[config.mk]
export PLATFORM = sky130hd
export DESIGN_NAME = core_sequencer
export DESIGN_NICKNAME = d
export VERILOG_FILES = /design/src/rtl/mips_seq_pkg.sv /design/src/rtl/seq_wait_timer.sv /design/src/rtl/core_sequencer.sv
export SDC_FILE = /design/constraint.sdc
export NUM_CORES = 1
export LEC_CHECK = 0
export CAP_MARGIN = 5
export CORE_UTILIZATION = 28
export DETAILED_ROUTE_END_ITERATION = 8
export HOLD_SLACK_MARGIN = 0.12
export PLACE_DENSITY = 0.57
export SYNTH_ARGS = -nofsm -noshare
export SYNTH_HDL_FRONTEND = slang
export SYNTH_SLANG_ARGS = --single-unit
[constraint.sdc]
create_clock -name clk -period 3 [get_ports clk]
set_input_delay 0.6 -clock clk [delete_from_list [all_inputs] [get_ports clk]]
set_output_delay 0.6 -clock clk [all_outputs]
set_load 0.1 [all_outputs]
[src/rtl/mips_seq_pkg.sv]
// Shared types and constants for the multi-cycle MIPS control sequencer.
package mips_seq_pkg;

  localparam int SEQ_STATE_W = 3;
  localparam int PERF_W      = 32;

  typedef enum logic [SEQ_STATE_W-1:0] {
    ST_FETCH    = 3'd0,
    ST_DECODE   = 3'd1,
    ST_EXEC     = 3'd2,
    ST_ALU_WAIT = 3'd3,
    ST_MEM      = 3'd4,
    ST_WB       = 3'd5,
    ST_HALT     = 3'd6
  } seq_state_t;

endpackage

[src/rtl/seq_wait_timer.sv]
// Saturating wait counter shared by the FETCH, MEM and ALU_WAIT handshakes.
// expire fires in the waiting cycle whose increment would reach WAIT_MAX.
module seq_wait_timer #(
  parameter int WAIT_MAX = 255
) (
  input  logic clk,
  input  logic rst_b,
  input  logic clr,
  input  logic en,
  output logic expire
);

  localparam int CW = (WAIT_MAX < 1) ? 1 : $clog2(WAIT_MAX + 1);
  localparam logic [CW:0] LIMIT = (CW + 1)'(WAIT_MAX);

  logic [CW-1:0] count;
  logic [CW:0]   count_inc;

  assign count_inc = {1'b0, count} + (CW + 1)'(1);
  assign expire    = en && (count_inc >= LIMIT);

  always_ff @(posedge clk or negedge rst_b) begin
    if (!rst_b) begin
      count <= '0;
    end else if (clr) begin
      count <= '0;
    end else if (en && (count_inc <= LIMIT)) begin
      count <= count_inc[CW-1:0];
    end
  end

endmodule

[src/rtl/core_sequencer.sv]
// Multi-cycle fetch/decode/execute/memory/write-back sequencer for the MIPS core.
// Optional CORE_SEQ_PERF_EN adds perf_cycles / perf_instrs counters.
module core_sequencer
  import mips_seq_pkg::*;
#(
  parameter int WAIT_MAX = 255
) (
  input  logic                   clk,
  input  logic                   rst_b,
  input  logic                   cu_mem_read,
  input  logic                   cu_mem_write,
  input  logic                   cu_reg_write,
  input  logic                   cu_jump,
  input  logic                   cu_branch,
  input  logic                   cu_halted,
  input  logic                   cu_multicycle,
  input  logic                   alu_done,
  input  logic                   mem_ready,
  output logic                   mem_req,
  output logic                   mem_we,
  output logic                   mem_sel_data,
  output logic                   ir_write,
  output logic                   pc_write,
  output logic                   alu_start,
  output logic                   reg_write,
  output logic                   halted,
  output logic                   timeout_err,
`ifdef CORE_SEQ_PERF_EN
  output logic [PERF_W-1:0]      perf_cycles,
  output logic [PERF_W-1:0]      perf_instrs,
`endif
  output logic [SEQ_STATE_W-1:0] state
);

  seq_state_t st;
  logic       halted_q;
  logic       timeout_q;
  logic       waiting;
  logic       done;
  logic       expire;

  // Jumps and branches share the EXEC fall-through path, so their bits are not needed here.
  logic unused_ctrl;
  assign unused_ctrl = cu_jump ^ cu_branch;

  always_comb begin
    waiting = (st == ST_FETCH) || (st == ST_MEM) || (st == ST_ALU_WAIT);
    done    = (((st == ST_FETCH) || (st == ST_MEM)) && mem_ready) ||
              ((st == ST_ALU_WAIT) && alu_done);
  end

  seq_wait_timer #(.WAIT_MAX(WAIT_MAX)) u_timer (
    .clk    (clk),
    .rst_b  (rst_b),
    .clr    (!waiting || done),
    .en     (waiting && !done),
    .expire (expire)
  );

  always_ff @(posedge clk or negedge rst_b) begin
    if (!rst_b) begin
      st        <= ST_FETCH;
      halted_q  <= 1'b0;
      timeout_q <= 1'b0;
    end else begin
      case (st)
        ST_FETCH: begin
          if (mem_ready) begin
            st <= ST_DECODE;
          end else if (expire) begin
            st        <= ST_HALT;
            halted_q  <= 1'b1;
            timeout_q <= 1'b1;
          end
        end
        ST_DECODE: begin
          if (cu_halted) begin
            st       <= ST_HALT;
            halted_q <= 1'b1;
          end else begin
            st <= ST_EXEC;
          end
        end
        ST_EXEC: begin
          if (cu_multicycle)                   st <= ST_ALU_WAIT;
          else if (cu_mem_read || cu_mem_write) st <= ST_MEM;
          else if (cu_reg_write)               st <= ST_WB;
          else                                 st <= ST_FETCH;
        end
        ST_ALU_WAIT: begin
          if (alu_done) begin
            st <= ST_WB;
          end else if (expire) begin
            st        <= ST_HALT;
            halted_q  <= 1'b1;
            timeout_q <= 1'b1;
          end
        end
        ST_MEM: begin
          if (mem_ready) begin
            st <= cu_mem_read ? ST_WB : ST_FETCH;
          end else if (expire) begin
            st        <= ST_HALT;
            halted_q  <= 1'b1;
            timeout_q <= 1'b1;
          end
        end
        ST_WB: st <= ST_FETCH;
        default: begin
          st       <= ST_HALT;
          halted_q <= 1'b1;
        end
      endcase
    end
  end

  // Outputs are gated by rst_b so an in-flight request drops as soon as reset asserts.
  always_comb begin
    mem_req      = 1'b0;
    mem_we       = 1'b0;
    mem_sel_data = 1'b0;
    ir_write     = 1'b0;
    pc_write     = 1'b0;
    alu_start    = 1'b0;
    reg_write    = 1'b0;
    if (rst_b) begin
      case (st)
        ST_FETCH: begin
          mem_req  = 1'b1;
          ir_write = mem_ready;
        end
        ST_EXEC: begin
          alu_start = cu_multicycle;
          pc_write  = !cu_multicycle && !cu_mem_read && !cu_mem_write && !cu_reg_write;
        end
        ST_MEM: begin
          mem_req      = 1'b1;
          mem_sel_data = 1'b1;
          mem_we       = cu_mem_write;
          pc_write     = mem_ready && !cu_mem_read;
        end
        ST_WB: begin
          reg_write = 1'b1;
          pc_write  = 1'b1;
        end
        default: ;
      endcase
    end
  end

  assign state       = st;
  assign halted      = halted_q;
  assign timeout_err = timeout_q;

`ifdef CORE_SEQ_PERF_EN
  always_ff @(posedge clk or negedge rst_b) begin
    if (!rst_b) begin
      perf_cycles <= '0;
      perf_instrs <= '0;
    end else begin
      if (st != ST_HALT) perf_cycles <= perf_cycles + 1'b1;
      if (pc_write)      perf_instrs <= perf_instrs + 1'b1;
    end
  end
`endif

endmodule
**After elaboration in Yosys (flattened, before gate mapping)**

Cells that the tools add are included.

- Add/sub/neg operators: 1
- $mul: 0
- Div/mod/pow operators: 0
- Order comparisons: 2
- Equal/unequal tests: 8
- Shifts and indexed selects: 0
- Muxes and demuxes: 35
- Bitwise operators: 1
- Reduce and logical (&&, ||, !) cells: 27

Operators by type and width:

| kind | number |
|---|---|
| $mux 3 | 9 |
| $mux 1 | 20 |
| $pmux 3 s6 | 1 |
| $mux 8 | 2 |
| $add 8x1->9 const B | 1 |
| $ge 9x8->1 const B | 1 |
| $le 9x8->1 const B | 1 |
| $logic_and 1x1->1 | 9 |
| $eq 3x2->1 const B | 2 |
| $eq 3x3->1 const B | 2 |
| $logic_not 1->1 | 6 |
| $ne 2x2->1 const B | 3 |
| $logic_or 1x1->1 | 5 |
| $pmux 1 s4 | 1 |
| $reduce_and 4->1 | 1 |
| $reduce_bool 2->1 | 2 |
| $reduce_or 2->1 | 2 |
| $eq 3x1->1 const B | 1 |
| $logic_not 3->1 | 1 |
| $pmux 1 s3 | 1 |
| $reduce_and 3->1 | 1 |
| $pmux 1 s2 | 1 |
| $not 1->1 | 1 |

- Bits in registers: 13
- Latch bits: 0
- RAM bits: 0
- ROM bits: 0
- Input port bits: 11
- Output and inout bits: 12
- Logic and storage cells: 78
- Memories kept: 0

**Depth between registers and ports, before layout**

- Depth in word-level cells: 10
- Gate-level depth with buffers: 7
- Mapped depth without buffers: 7

**By module**

A second synthesis with hierarchy kept.

- Cells, all modules: 113
- Area, all modules: 987.2 µm²

By module, submodules not included:

| module | times used | cells an instance | area each (µm²) | seq. area each (µm²) |
|---|---|---|---|---|
| seq_wait_timer | 1 | 62 | 550.5 | 200.2 |
| core_sequencer | 1 | 51 | 436.7 | 125.1 |

**Worst setup path after synthesis**

OpenSTA, ideal clock, no wires.

- Kind: flip-flop to output port
- Start: register st[0], in the netlist state[0]
- End: output reg_write
- Arrival: 3468 ps
- Data required time: 2400 ps
- Setup slack: -1068 ps
- Cell stages (with the launch flop): 4
- Buffers on the path: 1
- Cell sequence: dfrtp_1 > clkbuf_1 > inv_1 > nor3_1

- Cells in the longest elaborated chain, start to end: 3

RTL lines:

| what | line | source |
|---|---|---|
| start, declared | core_sequencer.sv:35 | `seq_state_t st;` |
| start signal, assigned | core_sequencer.sv:101 | `st <= cu_mem_read ? ST_WB : ST_FETCH;` |
| $eq 3x3->1 | core_sequencer.sv:127 | `case (st)` |
| $mux 1 | core_sequencer.sv:127 |  |
| $mux 1 | core_sequencer.sv:126 | `if (rst_b) begin` |
| end, declared | core_sequencer.sv:25 | `output logic reg_write,` |

Every way passes these cells.

**Worst setup path after layout**

- Start: input rst_b
- End: output ir_write

- Cells in the longest elaborated chain, start to end: 1

RTL lines:

| what | line | source |
|---|---|---|
| start, declared | core_sequencer.sv:9 | `input logic rst_b,` |
| $mux 1 | core_sequencer.sv:126 |  |
| end, declared | core_sequencer.sv:22 | `output logic ir_write,` |

Every way passes these cells.

==> results.cfg <==
[run_status]
outcome = complete, no violations

[critical_path]
crit_buf_inv = 2
path_class = input pin to output port
path_cells = clkdlybuf4s50_1 -> and2_2 -> and3b_2 -> buf_12
max_stage_delay_ns = 0.66
worstPathMaxFanout = 9
critical-path-top-delay-family = buffers and inverters
crit_required_ns = 2.40
crit_slowest_cell = clkdlybuf4s50_1
cp-end-kind = output port
worst_setup_path_start_kind = input pin
arrival_ns = 1.90

[detailed_routing]
ant_nets = 0
firstDrtPassIters = 4
drt_iter0_drc = 36
num_vias = 950
viasPerCell = 5.19
wl_per_cell_um = 13.2
wl_um = 2420
drc = 0

[clock_network]
cts_setup_buffers = 0
path_clk_slew_ns = 0.08
cts.sinks = 13
cts_tree = done
numCtsBuffers = 3
post_cts_resized = 0
clockRootBuffer = clkbuf_4
insertion_delay_ns = 0.27
htree_levels = 1
cts_hold_buf = 0
cts.path.max_buffers = 2

[placement]
gp_congestion = 0.866
hpwl_um = 1860
portBuffers = 20

[finish]
multi_input_area_um2 = 648
diodes = 0
final_cell_mix = nand2_1, dfrtp_1, a21oi_1
drive_gt1_share_pct = 21.9
synthToLayoutAreaGrowth_pct = 35.4
final_net_count = 151
regArea_um2 = 325
nFillCells = 359

[sta]
hold_ws_ns = 0.484
grt_setup_unrepaired = no
drv_slew = 0
fin_skew_ns = 0.00105
fin_crit_sh_pct = 83.4
min_period_ns = 2.50
relSlewSlack_pct = 70.3
setup_viol = 0
worst_slew_pin_slew_ns = 0.441
max_freq_mhz = 400
setup-tns-final_ns = 0
hold_violations = 0

[job]
cap_violations = 0

[yosys]
ys_types = 45
syn_area_per_cell_um2 = 8.66
yosysWarnings = 0
synth_area_um2 = 996
ys_seq_area_share_pct = 32.7
synth_seq_cells = 13
synth_cells = 115
synth_fp_nets = 128

[global_routing]
antenna_found_initial = 0
grt_pass1_vias = 885
grt_max_degree = 16
track_usage_pct = 14.6
grt_pass1_wl_um = 4080
grt.overflow.total = 0

[floorplanning]
start_util_pct = 29.6
die_area_mm2 = 0.00380
num_io_pins = 23
die_h_um = 61.6
placement_rows = 21
die_w_um = 61.6
core-area_mm2 = 0.00336

[power]
p_total_mw = 1.06
leakage_nw = 0.559
p_per_area_mw_per_mm2 = 782
vdd_ir_drop_max_uv = 305

[min_path]
holdCritPathClass = register to register
synthesized netlist by cell type (all sizes together):
cell     count  area, um2
a211o        1       8.76
a211oi       1       7.51
a21boi       1       7.51
a21oi       10       50.1
a22oi        1       7.51
a2bb2oi      1       15.0
a32oi        1       8.76
and2         3       18.8
and2b        1       8.76
and3         4       25.0
and3b        1       8.76
buf          1       5.00
clkbuf       3       11.3
dfrtp       13        325
ha           2       25.0
inv          5       18.8
mux2i        3       30.0
nand2       13       48.8
nand2b       2       12.5
nand3        4       25.0
nand3b       1       7.51
nor2         8       30.0
nor2b        2       12.5
nor3         2       10.0
nor3b        1       7.51
nor4         1       21.3
o2111a       1       12.5
o2111ai      2       17.5
o211a        2       20.0
o211ai       1       7.51
o21ai        6       30.0
o21ba        1       10.0
o221ai       1       8.76
o2bb2ai      1       8.76
o311ai       1       8.76
o31a         1       8.76
o31ai        2       20.0
o32a         1       10.0
o32ai        1       8.76
o41ai        1       8.76
or2b         2       15.0
xnor2        3       26.3
xor2         2       17.5
flip-flops by register name (all words and copies together), names as in the netlist:
signal and cells:
state 3, timeout_err 1, halted 1, u_timer.count 8
path summary, 6_finish.rpt:
kind | end | start | depth (start not counted) | slack (ns)
setup / recovery | ir_write | rst_b | 4 | 0.50
hold / removal | timeout_err$_DFFE_PN0P_ | timeout_err$_DFFE_PN0P_ | 1 | 0.48
setup reg to reg | state[2]$_DFF_PN0_ | u_timer.count[0]$_DFFE_PN0P_ | 6 | 0.81
hold reg to reg | timeout_err$_DFFE_PN0P_ | timeout_err$_DFFE_PN0P_ | 1 | 0.48
max in group asynchronous | u_timer.count[6]$_DFFE_PN0P_ | rst_b | 2 | 1.96
min in group asynchronous | state[0]$_DFF_PN0_ | rst_b | 1 | 0.58
cells by family (layout without fill, tap and decap cells):
kind of cell / count (synthesis) / after routing / share of synthesized area [%]
and+or+nand+nor: 45 / 45 / 25.3
buffers and inverters: 9 / 31 / 3.52
adders and majority gates: 2 / 2 / 2.51
DFF: 13 / 13 / 32.7
AOI/OAI and AO/OA: 38 / 38 / 28.6
xor gates and xnor gates: 5 / 5 / 4.40
muxes: 3 / 3 / 3.02
routing by layer:
layer / share of wire (%) / vias to the layer above / track usage (%)
li1: - / 472 / -
met2: 50 / 11 / 23.5
met1: 47 / 463 / 19.9
met5: 0 / - / 0
met3: 1.5 / 4 / 2.52
met4: 1.2 / 0 / 4.76
final cells by class:
cell class	count	share of cell area, %
Clock buffer	4	1.95
Timing Repair Buffer	22	20.2
Multi-Input combinational cell	93	48.1
Sequential cell	13	24.1
Tap cell	46	4.27
Inverter	5	1.39
power breakdown:
part	total [mW]	switching [mW]	internal [mW]
clock network	0.109	0.0575	0.0515
registers	0.295	0.0906	0.204
logic	0.651	0.435	0.217
total	1.06	0.583	0.472
per-stage QoR:
step | worst slack, ns | util (%) | std cells | area, um2
after detailed placement | 0.487 | 39.3 | 179 | 1320
after floorplan | -0.213 | - | 115 | 1010
after global placement | 0.489 | 39.3 | 179 | 1320
final | 0.497 | 40.1 | 183 | 1350
after global routing | 0.426 | 40.1 | 183 | 1350
after CTS | 0.485 | 40.1 | 183 | 1350
(Power assumes the default switching activity.)
